--- src/rtl/iterative_divider.sv ---
// iterative_divider
// Multi-cycle signed divide/modulo unit. One operand pair is accepted per
// start strobe while idle. A restoring shift-subtract loop produces one
// quotient bit per clock on operand magnitudes. A final fix-up cycle then
// applies the signs and registers every output together with a one-cycle
// done pulse.
//
// Ports
//   clk        sole clock, rising edge
//   reset      synchronous, active-high
//   start      request strobe, accepted only while busy is low
//   modulo     0: result = quotient, 1: result = remainder (latched at accept)
//   dest       signed dividend (latched at accept)
//   src        signed divisor (latched at accept)
//   busy       high from the edge after accept until the completing edge
//   done       single-cycle pulse, outputs valid in that cycle
//   quotient   signed quotient, truncated toward zero
//   remainder  signed remainder, sign follows the dividend
//   result     quotient or remainder, selected by the latched mode
//   flags      {overflow, parity, negative, zero, carry} derived from result
module iterative_divider #(
  parameter int DATA_WIDTH = 16
) (
  input  logic                  clk,
  input  logic                  reset,
  input  logic                  start,
  input  logic                  modulo,
  input  logic [DATA_WIDTH-1:0] dest,
  input  logic [DATA_WIDTH-1:0] src,
  output logic                  busy,
  output logic                  done,
  output logic [DATA_WIDTH-1:0] quotient,
  output logic [DATA_WIDTH-1:0] remainder,
  output logic [DATA_WIDTH-1:0] result,
  output logic [4:0]            flags
);

  localparam int W  = DATA_WIDTH;
  localparam int CW = $clog2(W);
  localparam logic [CW-1:0] LAST_ITER = CW'(W - 1);

  typedef enum logic [1:0] {IDLE, DIVIDE, FIXUP} state_t;

  state_t state, state_next;

  logic [CW-1:0] count;
  logic [W:0]    rem;        // partial remainder, one bit wider than the data
  logic [W-1:0]  quo;        // dividend magnitude shifting out, quotient shifting in
  logic [W:0]    dvs;        // divisor magnitude; |-2^(W-1)| is exact in W+1 bits
  logic [W-1:0]  dest_lat;   // original dividend, returned as remainder on divide-by-zero
  logic          mod_lat;
  logic          q_neg;      // operand signs differ
  logic          div_zero;
  logic          min_ovf;    // most-negative dividend divided by -1

  logic [W-1:0]  dest_mag;
  logic [W-1:0]  src_mag;
  logic [W:0]    shifted;
  logic [W+1:0]  diff;

  logic [W-1:0]  fix_q;
  logic [W-1:0]  fix_r;
  logic [W-1:0]  fix_res;
  logic          fix_ovf;

  // NOTE: state is updated with non-blocking assignments so every register
  // samples the values from before the edge, regardless of statement order.
  always_ff @(posedge clk) begin
    if (reset) state <= IDLE;
    else       state <= state_next;
  end

  // NOTE: every signal written here gets a default first; a path that leaves
  // one unassigned would otherwise infer a latch.
  always_comb begin
    state_next = state;
    busy       = 1'b0;
    unique case (state)
      IDLE:    if (start) state_next = DIVIDE;
      DIVIDE: begin
        busy = 1'b1;
        if (count == LAST_ITER) state_next = FIXUP;
      end
      FIXUP: begin
        busy       = 1'b1;
        state_next = IDLE;
      end
      default: state_next = IDLE;
    endcase
  end

  // Two's-complement magnitudes; -(-2^(W-1)) wraps to 2^(W-1), which is the
  // correct magnitude when read as unsigned.
  assign dest_mag = dest[W-1] ? -dest : dest;
  assign src_mag  = src[W-1]  ? -src  : src;

  // One restoring step: shift the next dividend bit into the partial
  // remainder and trial-subtract. diff[W+1] set means the trial went negative.
  assign shifted = (rem << 1) | {{W{1'b0}}, quo[W-1]};
  assign diff    = {1'b0, shifted} - {1'b0, dvs};

  always_comb begin
    fix_q   = q_neg ? -quo : quo;
    fix_r   = dest_lat[W-1] ? -rem[W-1:0] : rem[W-1:0];
    fix_ovf = 1'b0;
    if (div_zero) begin
      fix_q   = '1;
      fix_r   = dest_lat;
      fix_ovf = 1'b1;
    end else if (min_ovf) begin
      // Magnitude path already yields 2^(W-1) with both signs negative.
      fix_ovf = 1'b1;
    end
    fix_res = mod_lat ? fix_r : fix_q;
  end

  always_ff @(posedge clk) begin
    if (reset) begin
      count     <= '0;
      rem       <= '0;
      quo       <= '0;
      dvs       <= '0;
      dest_lat  <= '0;
      mod_lat   <= 1'b0;
      q_neg     <= 1'b0;
      div_zero  <= 1'b0;
      min_ovf   <= 1'b0;
      done      <= 1'b0;
      quotient  <= '0;
      remainder <= '0;
      result    <= '0;
      flags     <= '0;
    end else begin
      done <= 1'b0;
      unique case (state)
        IDLE: begin
          if (start) begin
            count    <= '0;
            rem      <= '0;
            quo      <= dest_mag;
            dvs      <= {1'b0, src_mag};
            dest_lat <= dest;
            mod_lat  <= modulo;
            q_neg    <= dest[W-1] ^ src[W-1];
            div_zero <= (src == '0);
            min_ovf  <= (dest == {1'b1, {(W-1){1'b0}}}) && (src == '1);
          end
        end
        DIVIDE: begin
          if (!diff[W+1]) begin
            rem <= diff[W:0];
            quo <= {quo[W-2:0], 1'b1};
          end else begin
            rem <= shifted;
            quo <= {quo[W-2:0], 1'b0};
          end
          count <= count + 1'b1;
        end
        FIXUP: begin
          quotient  <= fix_q;
          remainder <= fix_r;
          result    <= fix_res;
          flags     <= {fix_ovf, ~^fix_res, fix_res[W-1], fix_res == '0, 1'b0};
          done      <= 1'b1;
        end
        default: ;
      endcase
    end
  end

endmodule

--- config.mk ---
export PLATFORM = sky130hd
export DESIGN_NAME = iterative_divider
export DESIGN_NICKNAME = d
export VERILOG_FILES = /design/src/rtl/iterative_divider.sv
export SDC_FILE = /design/constraint.sdc
export NUM_CORES = 1
export LEC_CHECK = 0
export BUFFER_PORTS_ARGS = -buffer_cell sky130_fd_sc_hd__buf_2
export CAP_MARGIN = 20
export CORE_ASPECT_RATIO = 1.75
export CORE_MARGIN = 4
export CORE_UTILIZATION = 33
export CTS_CLUSTER_DIAMETER = 200
export DETAILED_ROUTE_END_ITERATION = 7
export PLACE_DENSITY = 0.59
export RECOVER_POWER = 25
export SYNTH_ARGS = -nofsm -noshare
export SYNTH_HDL_FRONTEND = slang
export SYNTH_SLANG_ARGS = --single-unit
--- constraint.sdc ---
create_clock -name clk -period 3.4 [get_ports clk]
set_input_delay 0.68 -clock clk [delete_from_list [all_inputs] [get_ports clk]]
set_output_delay 0.68 -clock clk [all_outputs]
set_load 0.01 [all_outputs]
# Yosys cells after proc, flatten, opt, wreduce, memory -nomap -nowiden
# Index checks and enable logic that the tools add are counted.
# Widths: inputs -> output; s select.
# classes
div,0
multipliers,0
add_sub_neg,6
n_reduce_logical,10
n_mux,22
magnitude_cmp,0
bitwise,2
eq_ne,7
shifts,0
# op_table
operator,count
$mux 16,10
$neg 16->16,4
$pmux 16 s2,2
$eq 16x16->1 const B,2
$logic_not 16->1,2
$sub 17x16->18,1
$or 17x1->17,1
$reduce_xnor 16->1,1
$pmux 4 s2,1
$reduce_and 2->1,3
$mux 1,5
$add 4x1->4 const B,1
$eq 4x4->1 const B,1
$mux 2,2
$mux 4,1
$ne 2x2->1 const B,2
$pmux 2 s2,1
$eq 2x1->1 const B,1
$eq 2x2->1 const B,1
$logic_not 2->1,1
$reduce_bool 2->1,1
$reduce_or 2->1,1
$logic_and 1x1->1,1
$xor 1x1->1,1
# totals
ram_bits,0
regBits,127
memories,0
output_inout_bits,55
mem_bits_ro,0
word_cells,62
latchBits,0

# Longest topological paths before layout
# depth
ltp_word,5
depth_mapped,16
ltp_nobuf,16

# Least setup slack after synthesis
# Ideal clock, no wire load.
# synth_path
path_type,flip-flop to flip-flop
startpoint,register rem[7]
endpoint,register flags[3]
arrival_time_ns,2.923
stages_incl_launch_ff,14
setup_ns,0.128
path_slack_ns,0.350
synth_period_minus_slack_ns,3.050
cell_sequence,dfxtp_1 > or4_1 > or4_4 > o21ai_0 > xor2_1 > mux2i_1 > o22ai_1 > ha_1 > xnor2_1 > xnor2_1 > xnor2_1 > nor2_1 > a21oi_1 > nor2_1
# synth_between
elab_chain_len,5
# synth_lines
item,line_no,text
from (decl),47,logic [W:0] rem;
from (signal assigned),151,rem <= diff[W:0];
from (signal assigned),154,rem <= shifted;
$neg 16->16,104,fix_r = dest_lat[W-1] ? -rem[W-1:0] : rem[W-1:0];
$mux 16 *,104,
$mux 16 *,106,if (div_zero) begin
$mux 16 *,114,fix_res = mod_lat ? fix_r : fix_q;
$reduce_xnor 16->1 *,163,"flags <= {fix_ovf, ~^fix_res, fix_res[W-1], fix_res == '0, 1'b0};"
to (signal assigned),163,
to (decl),35,output logic [4:0] flags
# Mark *: on every way between the ends. The rest lies on a longest branch, timed or not.
# A chain may end at the register's enable or synchronous reset.

# Worst setup path after layout
# Same ends and word-level chain as after synthesis.

==> metrics.md <==
| Metric | Value |
|---|---|
| Outcome | `finished, final reports clean` |
| Final Routed Wirelength | `~23 mm` |
| Setup TNS | `0 ns` |
| Clk slew on worst S/H paths | `approximately 0.06 ns` |
| HP Class | `register to register` |
| I/O Buffers | `89` |
| GRT Overall Usage | `0.183` |
| Least-Margin Pin Slew | `1.20 ns` |
| Post-synth top flop | `dfxtp_1` |
| Clk root buf | `clkbuf_16` |
| Hold Crit Depth | `2` |
| Clk Latency, worst-skew pair | `0.42 ns` |
| Final Hold Fails | `0` |
| Deepest clock path buffer count | `2` |
| Top cells by count, synth | `nand2_1, dfxtp_1, nor2_1` |
| Clock share of power | `0.343` |
| Netlist cell types | `62` |
| Antenna Violating Nets Remaining | `0` |
| Skew final | `between 0.01 and 0.015 ns` |
| Fin crit period | `~3.2 ns` |
| Gpl congestion | `around 0.94` |
| CP max-delay cell | `or4_1` |
| Routed wl met2 | `12.5 mm` |
| Post-synthesis register bit count | `126` |
| Number of flops mapped to enable cells by yosys | `0` |
| DR top layer | `met4` |
| Mapped Cells | `~940` |
| Yosys warning total | `0` |
| Syn Std Cell Area | `7310 sq um` |
| DRC | `0` |
| Finish-stage setup viols | `0` |
| Power per Cell Area | `612 nW/um^2` |
| Yosys top cell by area | `dfxtp_1` |
| CP Buf/Inv Count | `0` |
| Critical Path Fanout Max | `4` |
| Comb pwr share | `0.334` |
| CP Data Required Time | `3.67 ns` |
| CP peak stage delay | `roughly 0.6 ns` |
| # IOs | `slightly above 90` |
| Switching share of total power | `0.350` |
| Metal3 WL | `651 um` |
| Mapped Nets | `about 1000` |
| Final cell count without fillers | `around 1300` |
| CTS tree | `built` |
| Max-slew violations | `0` |
| DR iter-0 viols | `368` |
| Die W | `121 um` |
| Via count | `approximately 7000` |
| Initial Utilization | `0.337` |
| Final #Nets | `1099` |
| P_int | `between 0.003 and 0.004 W` |
| Row Count | `between 70 and 80` |
| H-tree levels | `4` |
| Mapped Avg Cell Area | `7.75 sq um` |
| CTS buffer count | `17` |
| DRT met1 WL | `8.64 mm` |
| Fmax | `around 310 MHz` |
| Switch Pwr | `between 0.0015 and 0.002 W` |
| Global route overflow | `0` |
| # clock sinks | `126` |
| CP most frequent cell | `xnor2_1` |
| CP Launch Type | `register` |
| Reg2reg setup slack | `between 0.2 and 0.25 ns` |
| Diode count | `0` |
| Cts hold-fix bufs | `0` |
| Fraction of layout instances using a drive strength above 1 | `0.133` |
| Inst Count DP | `1301` |
| Via/cell ratio | `~5.2` |
| Core area | `roughly 22000 sq um` |
| Global-route wire length before repair | `around 36 mm` |
| Number of global-route vias before repair | `roughly 6900` |
| DIE AREA | `around 25000 sq um` |
| Critical-path cell list | `or4_1 -> or4_4 -> o21ai_0 -> xor2_1 -> mux2i_1 -> o22ai_1 -> ha_1 -> xnor2_1 -> xnor2_1 -> xnor2_1 -> nor2_1 -> a21oi_1 -> nor2_1` |
| Synthesis-to-finish area growth | `20.3%` |
| Worst EP arrival | `approximately 3.5 ns` |
| Antenna violations before repair | `0` |
| Period Utilization, post-route | `0.941` |
| Largest net degree at the start of global routing | `between 60 and 70` |
| Chip height | `about 200 um` |
| Routed WL per cell | `around 17 um` |
| Most frequent cell after synthesis | `nand2_1` |
| Sequential area share after synthesis | `0.345` |
| Max-cap violation count | `0` |
| Share of total power in sequential cells | `0.322` |
| IR drop worst, VDD | `0.000332 V` |
| Yosys top cell area share | `0.345` |
| Levels on crit path | `13` |
| Dpl hpwl | `between 15 and 20 mm` |
| TritonRoute pass-1 iters | `6` |
| WHS | `between 0.4 and 0.5 ns` |
| Reg2reg path depth | `13` |
| Top cells by area, synth | `dfxtp_1, nand2_1, ha_1, nor2_1, xor2_1` |
| Leakage | `3.42 nW` |
| Relative slew slack | `0.199` |
| Ys async rst share | `0` |
| CP Capture Type | `register` |
| CP delay by family, top | `simple AND/OR/NAND/NOR gates` |
| Setup CP Type | `register to register` |
worst paths after layout:
| check | from | to |
|---|---|---|
| worst max-delay path | rem[7] | flags[3] |
| worst max register to register | rem[7] | flags[3] |
| worst min register to register | dest_lat[10] | dest_lat[10] |
| worst min-delay path | dest_lat[10] | dest_lat[10] |
placed cells by master, fill, tap and decap left out, drive strengths merged, types with 32 or more instances in the layout:
cell type and count:
xnor2 32, o21ai 63, a21oi 69, dfxtp 126, nand2 149, clkbuf 63
inv 38, nor2 96, ha 33, xor2 40, buf 86
sequential cells by signal, indices dropped and copies added (netlist names), 2 cells and up:
signal     count
remainder     16
dest_lat      16
quo           16
flags          4
count          4
result        15
state          2
quotient      16
dvs           16
rem           16
through the flow:
stage | power [W] | setup WS [ns] | instance area, sq um | util
CTS | 0.00538 | 0.0551 | 8780 | 0.405
floorplan | 0.00297 | 0.350 | 7310 | -
finish | 0.00538 | 0.202 | 8800 | 0.406
global placement | 0.00352 | 0.121 | 8180 | 0.377
global route | 0.00568 | -0.0123 | 8800 | 0.406
detailed placement | 0.00353 | 0.0732 | 8180 | 0.377
routing by layer:
metal	vias up	GRT usage
met5	-	0
met2	149	0.354
met1	3296	0.187
met3	46	0.0221
li1	3496	-
met4	0	0.100
worst reg2reg max path, stage by stage (launching register included):
cell	delay [ns]
dfxtp_1	0.31
or4_1	0.59
or4_4	0.46
o21ai_0	0.20
xor2_1	0.20
mux2i_1	0.09
o22ai_1	0.18
ha_1	0.28
xnor2_1	0.19
xnor2_1	0.17
xnor2_1	0.15
nor2_1	0.06
a21oi_1	0.12
nor2_1	0.05
layout make-up:
type / instances / area [sq um]
multi-input cells: 718 / 4470
flip-flops and latches: 126 / 2520
well taps: 292 / 365
inverters: 37 / 139
repair buffers: 129 / 692
fillers: 2321 / 12900
clock inverters: 12 / 136
clock buffers: 20 / 467
power by group through the flow:
stage	Sequential [W]	Combinational [W]	Clock, W
final	0.00173	0.00180	0.00185
after global routing	0.00175	0.00199	0.00194
after floorplan	0.00177	0.00120	0
after global placement	0.00176	0.00176	0
after CTS	0.00173	0.00177	0.00188
after detailed placement	0.00176	0.00177	0
logic make-up (layout without fill, tap and decap cells):
family / Yosys count / in the layout / share of synthesized area
AOI/OAI and AO/OA: 260 / 260 / 0.228
adders and majority gates: 34 / 34 / 0.0592
and+or+nand+nor: 329 / 329 / 0.198
xor gates and xnor gates: 72 / 72 / 0.0862
buffers and inverters: 100 / 198 / 0.0525
muxes: 22 / 22 / 0.0303
other: 1 / 1 / 0.000513
DFF: 126 / 126 / 0.345
what timing repair did:
item,CTS,global route
resized for setup,0,10
setup endpoints to repair,0,1
buffers inserted,0,1
Note: power is estimated with default switching activity, not from simulation.
